==> src/rtl/jk_arb_pkg.sv <==
// ---------------------------------------------------------------------------
// jk_arb_pkg
//   Shared types and helpers for the JK flip-flop round-robin arbiter.
//   - jk_op_e     : 2-bit JK operation, encoded as {j,k}
//   - state_e     : controller FSM states
//   - jk_expected : q a healthy JK flip-flop should show after an operation
// ---------------------------------------------------------------------------
package jk_arb_pkg;

    typedef enum logic [1:0] {
        JK_HOLD   = 2'b00,
        JK_RESET  = 2'b01,
        JK_SET    = 2'b10,
        JK_TOGGLE = 2'b11
    } jk_op_e;

    typedef enum logic [1:0] {
        IDLE,
        DRIVE,
        SAMPLE,
        RESP
    } state_e;

    function automatic logic jk_expected(input jk_op_e op, input logic prev_q);
        case (op)
            JK_HOLD:  return prev_q;
            JK_RESET: return 1'b0;
            JK_SET:   return 1'b1;
            default:  return ~prev_q;
        endcase
    endfunction

endpackage

==> src/rtl/jk_ff_arbiter_rr_arbiter.sv <==
// ---------------------------------------------------------------------------
// rr_arbiter
//   Combinational round-robin search. Scans req starting at ptr and wrapping
//   (ptr, ptr+1, ..., N_REQ-1, 0, ..., ptr-1); the first set bit wins.
//   The pointer register lives in the parent.
// Ports:
//   req   [N_REQ-1:0] in   pending requests
//   ptr   [IDX_W-1:0] in   index searched first
//   found             out  at least one request is pending
//   idx   [IDX_W-1:0] out  winning requester (0 when found is low)
// ---------------------------------------------------------------------------
module rr_arbiter
    import jk_arb_pkg::*;
#(
    parameter  int N_REQ = 4,
    localparam int IDX_W = $clog2(N_REQ)
) (
    input  logic [N_REQ-1:0] req,
    input  logic [IDX_W-1:0] ptr,
    output logic             found,
    output logic [IDX_W-1:0] idx
);

    logic [IDX_W-1:0] cand;

    always_comb begin
        // NOTE: every output and temporary gets a value before the loop so
        // no path leaves one unassigned, which would infer a latch.
        found = 1'b0;
        idx   = '0;
        cand  = '0;
        for (int i = 0; i < N_REQ; i++) begin
            cand = IDX_W'((int'(ptr) + i) % N_REQ);
            if (!found && req[cand]) begin
                found = 1'b1;
                idx   = cand;
            end
        end
    end

endmodule

==> src/rtl/jk_ff_arbiter.sv <==
// ---------------------------------------------------------------------------
// jk_ff_arbiter
//   Shares one JK flip-flop among N_REQ requesters. A winner is picked
//   round-robin in IDLE, its op is driven onto valid/j/k for one cycle
//   (DRIVE), the flip-flop output is captured (SAMPLE) and returned with a
//   one-cycle one-hot ack (RESP). One operation every 4 cycles.
//   Optional macro JK_ARB_CHECK_EN adds a sticky consistency checker on err;
//   without it err is tied low.
// Ports:
//   clk        in   rising-edge clock
//   reset      in   async active-high reset (also resets the flip-flop)
//   req        in   [N_REQ]    request per requester, held until ack
//   op         in   [2*N_REQ]  op[2i+1:2i] = {j,k} for requester i
//   ack        out  [N_REQ]    one-hot completion pulse
//   rsp_q      out  q captured for the acked requester
//   busy       out  high in every state except IDLE
//   grant_idx  out  [IDX_W]    current or last winner
//   valid/j/k  out  JK flip-flop update strobe and inputs
//   q/qb       in   JK flip-flop outputs
//   err        out  sticky consistency error
// ---------------------------------------------------------------------------
module jk_ff_arbiter
    import jk_arb_pkg::*;
#(
    parameter  int N_REQ = 4,
    localparam int IDX_W = $clog2(N_REQ)
) (
    input  logic               clk,
    input  logic               reset,
    input  logic [N_REQ-1:0]   req,
    input  logic [2*N_REQ-1:0] op,
    output logic [N_REQ-1:0]   ack,
    output logic               rsp_q,
    output logic               busy,
    output logic [IDX_W-1:0]   grant_idx,
    output logic               valid,
    output logic               j,
    output logic               k,
    input  logic               q,
    input  logic               qb,
    output logic               err
);

    state_e           state;
    logic [IDX_W-1:0] rr_ptr;
    logic             found;
    logic [IDX_W-1:0] win_idx;
    logic [1:0]       win_op;

    rr_arbiter #(.N_REQ(N_REQ)) u_rr (
        .req   (req),
        .ptr   (rr_ptr),
        .found (found),
        .idx   (win_idx)
    );

    // {win_idx, 0} is 2*win_idx without overflowing the index width.
    assign win_op = op[{win_idx, 1'b0} +: 2];

`ifdef JK_ARB_CHECK_EN
    jk_op_e op_lat;
`else
    logic unused_qb;
    assign unused_qb = qb;
    assign err       = 1'b0;
`endif

    // NOTE: sequential state uses non-blocking assignments so every register
    // samples pre-edge values, independent of statement order.
    always_ff @(posedge clk or posedge reset) begin
        if (reset) begin
            state     <= IDLE;
            rr_ptr    <= '0;
            grant_idx <= '0;
            ack       <= '0;
            rsp_q     <= 1'b0;
            busy      <= 1'b0;
            valid     <= 1'b0;
            j         <= 1'b0;
            k         <= 1'b0;
`ifdef JK_ARB_CHECK_EN
            op_lat    <= JK_HOLD;
            err       <= 1'b0;
`endif
        end else begin
            // Strobes default low; only the transition into DRIVE/RESP
            // raises them, giving exactly one-cycle pulses.
            ack   <= '0;
            valid <= 1'b0;
            j     <= 1'b0;
            k     <= 1'b0;
            case (state)
                IDLE: begin
                    if (found) begin
                        grant_idx <= win_idx;
                        rr_ptr    <= (win_idx == IDX_W'(N_REQ - 1)) ? '0 : win_idx + 1'b1;
                        valid     <= 1'b1;
                        {j, k}    <= win_op;
                        busy      <= 1'b1;
`ifdef JK_ARB_CHECK_EN
                        op_lat    <= jk_op_e'(win_op);
`endif
                        state     <= DRIVE;
                    end
                end
                DRIVE: begin
                    state <= SAMPLE;
                end
                SAMPLE: begin
                    // The flip-flop updated on the DRIVE->SAMPLE edge.
                    rsp_q <= q;
                    ack   <= N_REQ'(1) << grant_idx;
`ifdef JK_ARB_CHECK_EN
                    // rsp_q still holds the previous result here.
                    if ((q == qb) || (q != jk_expected(op_lat, rsp_q)))
                        err <= 1'b1;
`endif
                    state <= RESP;
                end
                RESP: begin
                    busy  <= 1'b0;
                    state <= IDLE;
                end
                default: begin
                    busy  <= 1'b0;
                    state <= IDLE;
                end
            endcase
        end
    end

endmodule

==> config.mk <==
export PLATFORM = sky130hd
export DESIGN_NAME = jk_ff_arbiter
export DESIGN_NICKNAME = d
export VERILOG_FILES = /design/src/rtl/jk_arb_pkg.sv /design/src/rtl/jk_ff_arbiter_rr_arbiter.sv /design/src/rtl/jk_ff_arbiter.sv
export SDC_FILE = /design/constraint.sdc
export NUM_CORES = 1
export LEC_CHECK = 0
export CAP_MARGIN = 5
export CORE_ASPECT_RATIO = 0.7
export CORE_MARGIN = 5
export CORE_UTILIZATION = 35
export CTS_BUF_LIST = sky130_fd_sc_hd__clkbuf_2
export DETAILED_ROUTE_END_ITERATION = 8
export GPL_TIMING_DRIVEN = 0
export PLACE_DENSITY = 0.63
export SLEW_MARGIN = 20
export SYNTH_ARGS = -nofsm -noshare
export SYNTH_HDL_FRONTEND = slang
export SYNTH_SLANG_ARGS = --single-unit
export TNS_END_PERCENT = 20
==> constraint.sdc <==
create_clock -name clk -period 1.7 [get_ports clk]
set_input_delay 0.255 -clock clk [delete_from_list [all_inputs] [get_ports clk]]
set_output_delay 0.255 -clock clk [all_outputs]
set_load 0.1 [all_outputs]
Word level (Yosys, flattened, before mapping). Cells that the tools add are included.

$add $sub $neg: 4. Magnitude comparators: 4. Equal/unequal tests: 5. Shifts and indexed selects: 2. Multiplexer cells: 28. Reduce and logical (&&, ||, !) cells: 10.

Operators with widths (number): 1-bit 2-to-1 mux (15); 2-bit by 3-bit < comparator with 1-bit output (second input constant) (4); 2-bit 2-to-1 mux (6); 1-bit binary-select mux with 2-bit select (4); 2-bit case mux with 4 select lines (1); 8-bit by 4-bit variable part select with 2-bit output (1); 2-bit == test (second input constant) (3); 2-bit by 1-bit adder with 2-bit output (second input constant) (2); 2-bit adder (second input constant) (2); 4-bit 2-to-1 mux (1); 2-bit AND reduction (2); 1-bit by 2-bit << shifter with 4-bit output (first input constant) (1); 1-bit logical AND (3); 1-bit logical NOT (3); 2-bit by 1-bit == test with 1-bit output (second input constant) (1); 2-bit logical NOT (1); 2-bit inequality test (second input constant) (1); 1-bit case mux with 2 select lines (1); 2-bit nonzero test (1).

Bits in registers: 15. Output and inout port bits: 12. Logic and storage cells: 62.

Logic depth before layout (Yosys ltp).
Word-level depth: 15. Mapped depth: 6. Mapped depth without buffers: 6.

Hierarchy. A second synthesis with hierarchy kept.

Cell total of the unflattened synthesis: 64. Area, all modules: 734.5 um^2.

Modules (own cells, without submodules): jk_ff_arbiter (instances 1, cells each 49, area each 656.9 um^2, seq. area each 375.4 um^2); rr_arbiter (instances 1, cells each 15, area each 77.6 um^2, seq. area each 0.0 um^2).

Worst setup path after synthesis. OpenSTA, ideal clock, no wires.

Path type: flip-flop to flip-flop. From: register grant_idx[0]. To: register ack[2]. Arrival: 1.203 ns. Required time: 1.578 ns. Setup slack: 0.375 ns. Cell stages (with the launch flop): 2. Path buffers: 0. Cells stage by stage: dfrtp_1 -> and3b_1.

Longest elaborated chain between the ends: 2.

Ends and longest elaborated chain: start, declared (line jk_ff_arbiter.sv:35) `output logic [IDX_W-1:0] grant_idx,`; start signal, assigned (line jk_ff_arbiter.sv:95) `grant_idx <= win_idx;`; 1-bit by 2-bit << shifter with 4-bit output (line jk_ff_arbiter.sv:112) `ack <= N_REQ'(1) << grant_idx;`; 4-bit 2-to-1 mux (line jk_ff_arbiter.sv:92) `case (state)`; end signal, assigned (line jk_ff_arbiter.sv:112); end, declared (line jk_ff_arbiter.sv:32) `output logic [N_REQ-1:0] ack,`.

Every way passes these cells. A chain may end at the register's enable or synchronous reset.

Worst setup path after layout.
From: input req[1]. To: register k.

Longest elaborated chain between the ends: 15. Elaborated cells between the ends (all ways): 25. Those cells by class: shift (1); mux (18); reduce/logical (6).

Ends and longest elaborated chain: start, declared (line jk_ff_arbiter.sv:30) `input logic [N_REQ-1:0] req,`; 1-bit binary-select mux with 2-bit select (line jk_ff_arbiter_rr_arbiter.sv:34) `if (!found && req[cand]) begin`; 1-bit 2-to-1 mux (implied by the code) (line jk_ff_arbiter_rr_arbiter.sv:34); 1-bit 2-to-1 mux (line jk_ff_arbiter_rr_arbiter.sv:34); 1-bit logical NOT (line jk_ff_arbiter_rr_arbiter.sv:34); 1-bit logical AND (line jk_ff_arbiter_rr_arbiter.sv:34); 1-bit 2-to-1 mux (line jk_ff_arbiter_rr_arbiter.sv:34); 1-bit logical NOT (line jk_ff_arbiter_rr_arbiter.sv:34); 1-bit logical AND (line jk_ff_arbiter_rr_arbiter.sv:34); 1-bit 2-to-1 mux (line jk_ff_arbiter_rr_arbiter.sv:34); 1-bit logical NOT (line jk_ff_arbiter_rr_arbiter.sv:34); 1-bit logical AND (line jk_ff_arbiter_rr_arbiter.sv:34); 2-bit 2-to-1 mux (line jk_ff_arbiter_rr_arbiter.sv:34); 8-bit by 4-bit variable part select with 2-bit output (line jk_ff_arbiter.sv:58) `assign win_op = op[{win_idx, 1'b0} +: 2];`; 1-bit 2-to-1 mux (*) (line jk_ff_arbiter.sv:94) `if (found) begin`; 1-bit 2-to-1 mux (*) (line jk_ff_arbiter.sv:92); end signal, assigned (line jk_ff_arbiter.sv:98) `{j, k} <= win_op;`; end, declared (line jk_ff_arbiter.sv:38) `output logic k,`.

Mark *: on every way between the ends. The rest lies on a longest branch, timed or not. The select of a mux whose other input is x is not followed.

==> flow_summary_export.csv <==
group,metric,value,unit
placement,port_buffers,25,
logic_synthesis,yosys_warnings,0,
setup_path,rrSetupSlack,0.20,ns
timing,drv_slew,0,
global_route,antenna_found_initial,0,
placement,dp_hpwl,1.28,mm
routing,wl,1.58,mm
timing,setup_tns,0,ns
routing,m1WireLength,774,um
routing,drt_iter0_markers,7,
setup_path,slowest_delay,0.60,ns
setup_path,crit_buf_inv,2,
logic_synthesis,yosysMostFrequentCell,"dfrtp_1",
floorplan,core_area,2120,sq um
logic_synthesis,syn_area_per_cell,10.3,sq um
timing,rsz0062_at_grt,"false",
logic_synthesis,yosysTopAreaCell,"dfrtp_1",
finish,fillerInstances,202,
finish,num-nets-final,125,
timing,max_clock_freq,0.632,GHz
setup_path,cp.arrival,1.74,ns
logic_synthesis,syn_nets,95,
timing,min_period,1.58,ns
setup_path,r2r-end,"k",
timing,setup_violations,0,
logic_synthesis,seq_area_frac_synth,48.8,%
routing,ant_nets,0,
outcome,outcome,"finished clean",
logic_synthesis,async_reset_ff_share,100,%
placement,place_area,1060,sq um
global_route,grt_max_degree,16,
timing,hold_viol_final,0,
setup_path,path_max_fanout,6,
global_route,first_global_vias,657,
logic_synthesis,synth_edf_count,0,
setup_path,r2r_start,"rr_ptr[1]",
global_route,grt_use_total,10.7,%
logic_synthesis,ys_top_cells_by_count,"15 x dfrtp_1, 11 x nand2_1, 7 x o21ai_0, 6 x inv_1, 5 x mux2i_1",
finish,antennaDiodeCount,0,
setup_path,rr_worst_depth,5,
finish,area_delta_synth_final,39.7,%
cts,clk_latency,0.26,ns
logic_synthesis,ys_top_cells_by_area,"dfrtp_1 49%, ha_1 6.5%, mux2i_1 6.5%, nand2_1 5.4%, o21ai_0 4.6%",
cts,hold_buffers,0,
logic_synthesis,ys.flop_type,"dfrtp_1",
floorplan,dieArea,3250,sq um
worst_hold_path,holdCritPathClass,"primary input to asynchronous set/reset pin",
timing,relSlewSlack,62.8,%
floorplan,ios,28,
routing,wl_met3,107,um
timing,whs,0.326,ns
logic_synthesis,yosys.cell_types.count,28,
setup_path,end_kind,"flip-flop",
logic_synthesis,synthDominantCellAreaShare,48.8,%
finish,utilization,50.7,%
logic_synthesis,synth_compound_area_share,14.6,%
global_route,grt.overflow.total,0,
floorplan,fp.dieW,66.0,um
routing,vias,612,
cts,cts_buffers,3,
setup_path,cp_cell_sequence,"clkdlybuf4s50_1 > or4_4 > nand2_4 > inv_4 > or2b_1 > o22ai_1",
cts,tritoncts,"yes",
logic_synthesis,synth_top_family_by_area,"simple AND/OR/NAND/NOR gates",
routing,viasPerCell,4.50,
logic_synthesis,synth-seq-cells,15,
routing,drc,0,
cts,htree_levels,1,
routing,highest_layer,"met4",
logic_synthesis,synthAdderAreaFrac,6.50,%
setup_path,crit_type,"primary input to flip-flop",
finish,drive_gt1_share,22.1,%
timing,clock-skew-final,0.00234,ns
setup_path,worstSetupStartpointType,"primary input",
setup_path,worstPathRequired,1.86,ns
global_route,grt_pass1_wl,2.76,mm
setup_path,crit_start,"req[1]",
cts,ctsLongestPathBuffers,2,
logic_synthesis,synth_xor_area_share,0,%
logic_synthesis,syn-cell-area,769,sq um
timing,finalCritPeriodShare,93.0,%
logic_synthesis,synth_mux_area_share,7.97,%
timing,worst_pin_slew,0.558,ns
logic_synthesis,synthSimpleGateAreaFrac,16.9,%
logic_synthesis,syn_inst,75,
placement,place_congestion,0.758,
routing,routedWlPerCell,11.6,um
cts,clockRootBuffer,"clkbuf_2",
floorplan,die_y,49.2,um
floorplan,num_rows,14,
finish,final_area,1070,sq um
flow_run,maxCapViolations,0,
cts,clk_pin_slew_worst_paths,0.13,ns
setup_path,crit_path_top_delay_cell,"or4_4",
routing,wl_met2,685,um
floorplan,start_util,36.3,%
cts,postCtsSetupBuffers,0,
setup_path,crit_family,"simple AND/OR/NAND/NOR gates",
cts,clock_sinks,15,
routing,firstDrtPassIters,4,
[repair_timing]
item | 4_1_cts | 5_1_grt
cloned | 0 | 0
endpoints found under the setup margin | 11 | 3
pin swaps | 0 | 0
gates resized for setup | 30 | 3
[state kept, by name (all words and copies together), names as in the netlist]
signal,cells
rsp_q,1
j,1
k,1
busy,1
state,2
rr_ptr,2
valid,1
grant_idx,2
ack,4
[stage by stage]
step	setup WS (ns)	cells
floorplan	0.375	75
finish	0.119	136
global placement	-0.155	132
global route	0.0656	136
detailed placement	-0.177	132
CTS	0.00249	136
[cell families after synthesis]
family | count (synthesis)
mux | 6
compound gates | 18
simple gates | 23
flops | 15
buf+inv | 8
other cells | 1
fa+ha+maj | 4
[how the worst max path moves through the flow]
stage                   to  depth (start not counted)
floorplan           ack[2]                          1
CTS                 ack[1]                          1
global route             k                          5
global placement         k                          6
detailed placement       k                          6
finish                   k                          6
[per-layer routing]
layer / vias to the layer above / track usage (%)
met4: 0 / 4.05
met2: 23 / 17.6
met3: 2 / 3.00
met1: 270 / 13.1
met5: - / 0
li1: 317 / -
[layout make-up]
type	instances	area, sq um	share of cell area (%)
inverter	7	28.8	2.68
multi-input combinational	52	358	33.3
buffer	1	7.51	0.698
tap	32	40.0	3.73
sequential	15	375	34.9
clock buffer	4	20.0	1.86
timing repair buffer	25	245	22.8
[placed cells by master, fill, tap and decap left out, types with 3 or more instances in the layout]
cell type,n
dfrtp_1,15
clkdlybuf4s50_1,14
nand2_1,11
clkdlybuf4s15_2,8
o21ai_0,7
clkbuf_2,7
inv_1,6
mux2i_1,5
o22ai_1,4
ha_1,4
a21oi_1,3
Power is not shown: default switching activity piles up to over one toggle a cycle in this logic, so the estimate is an artifact.
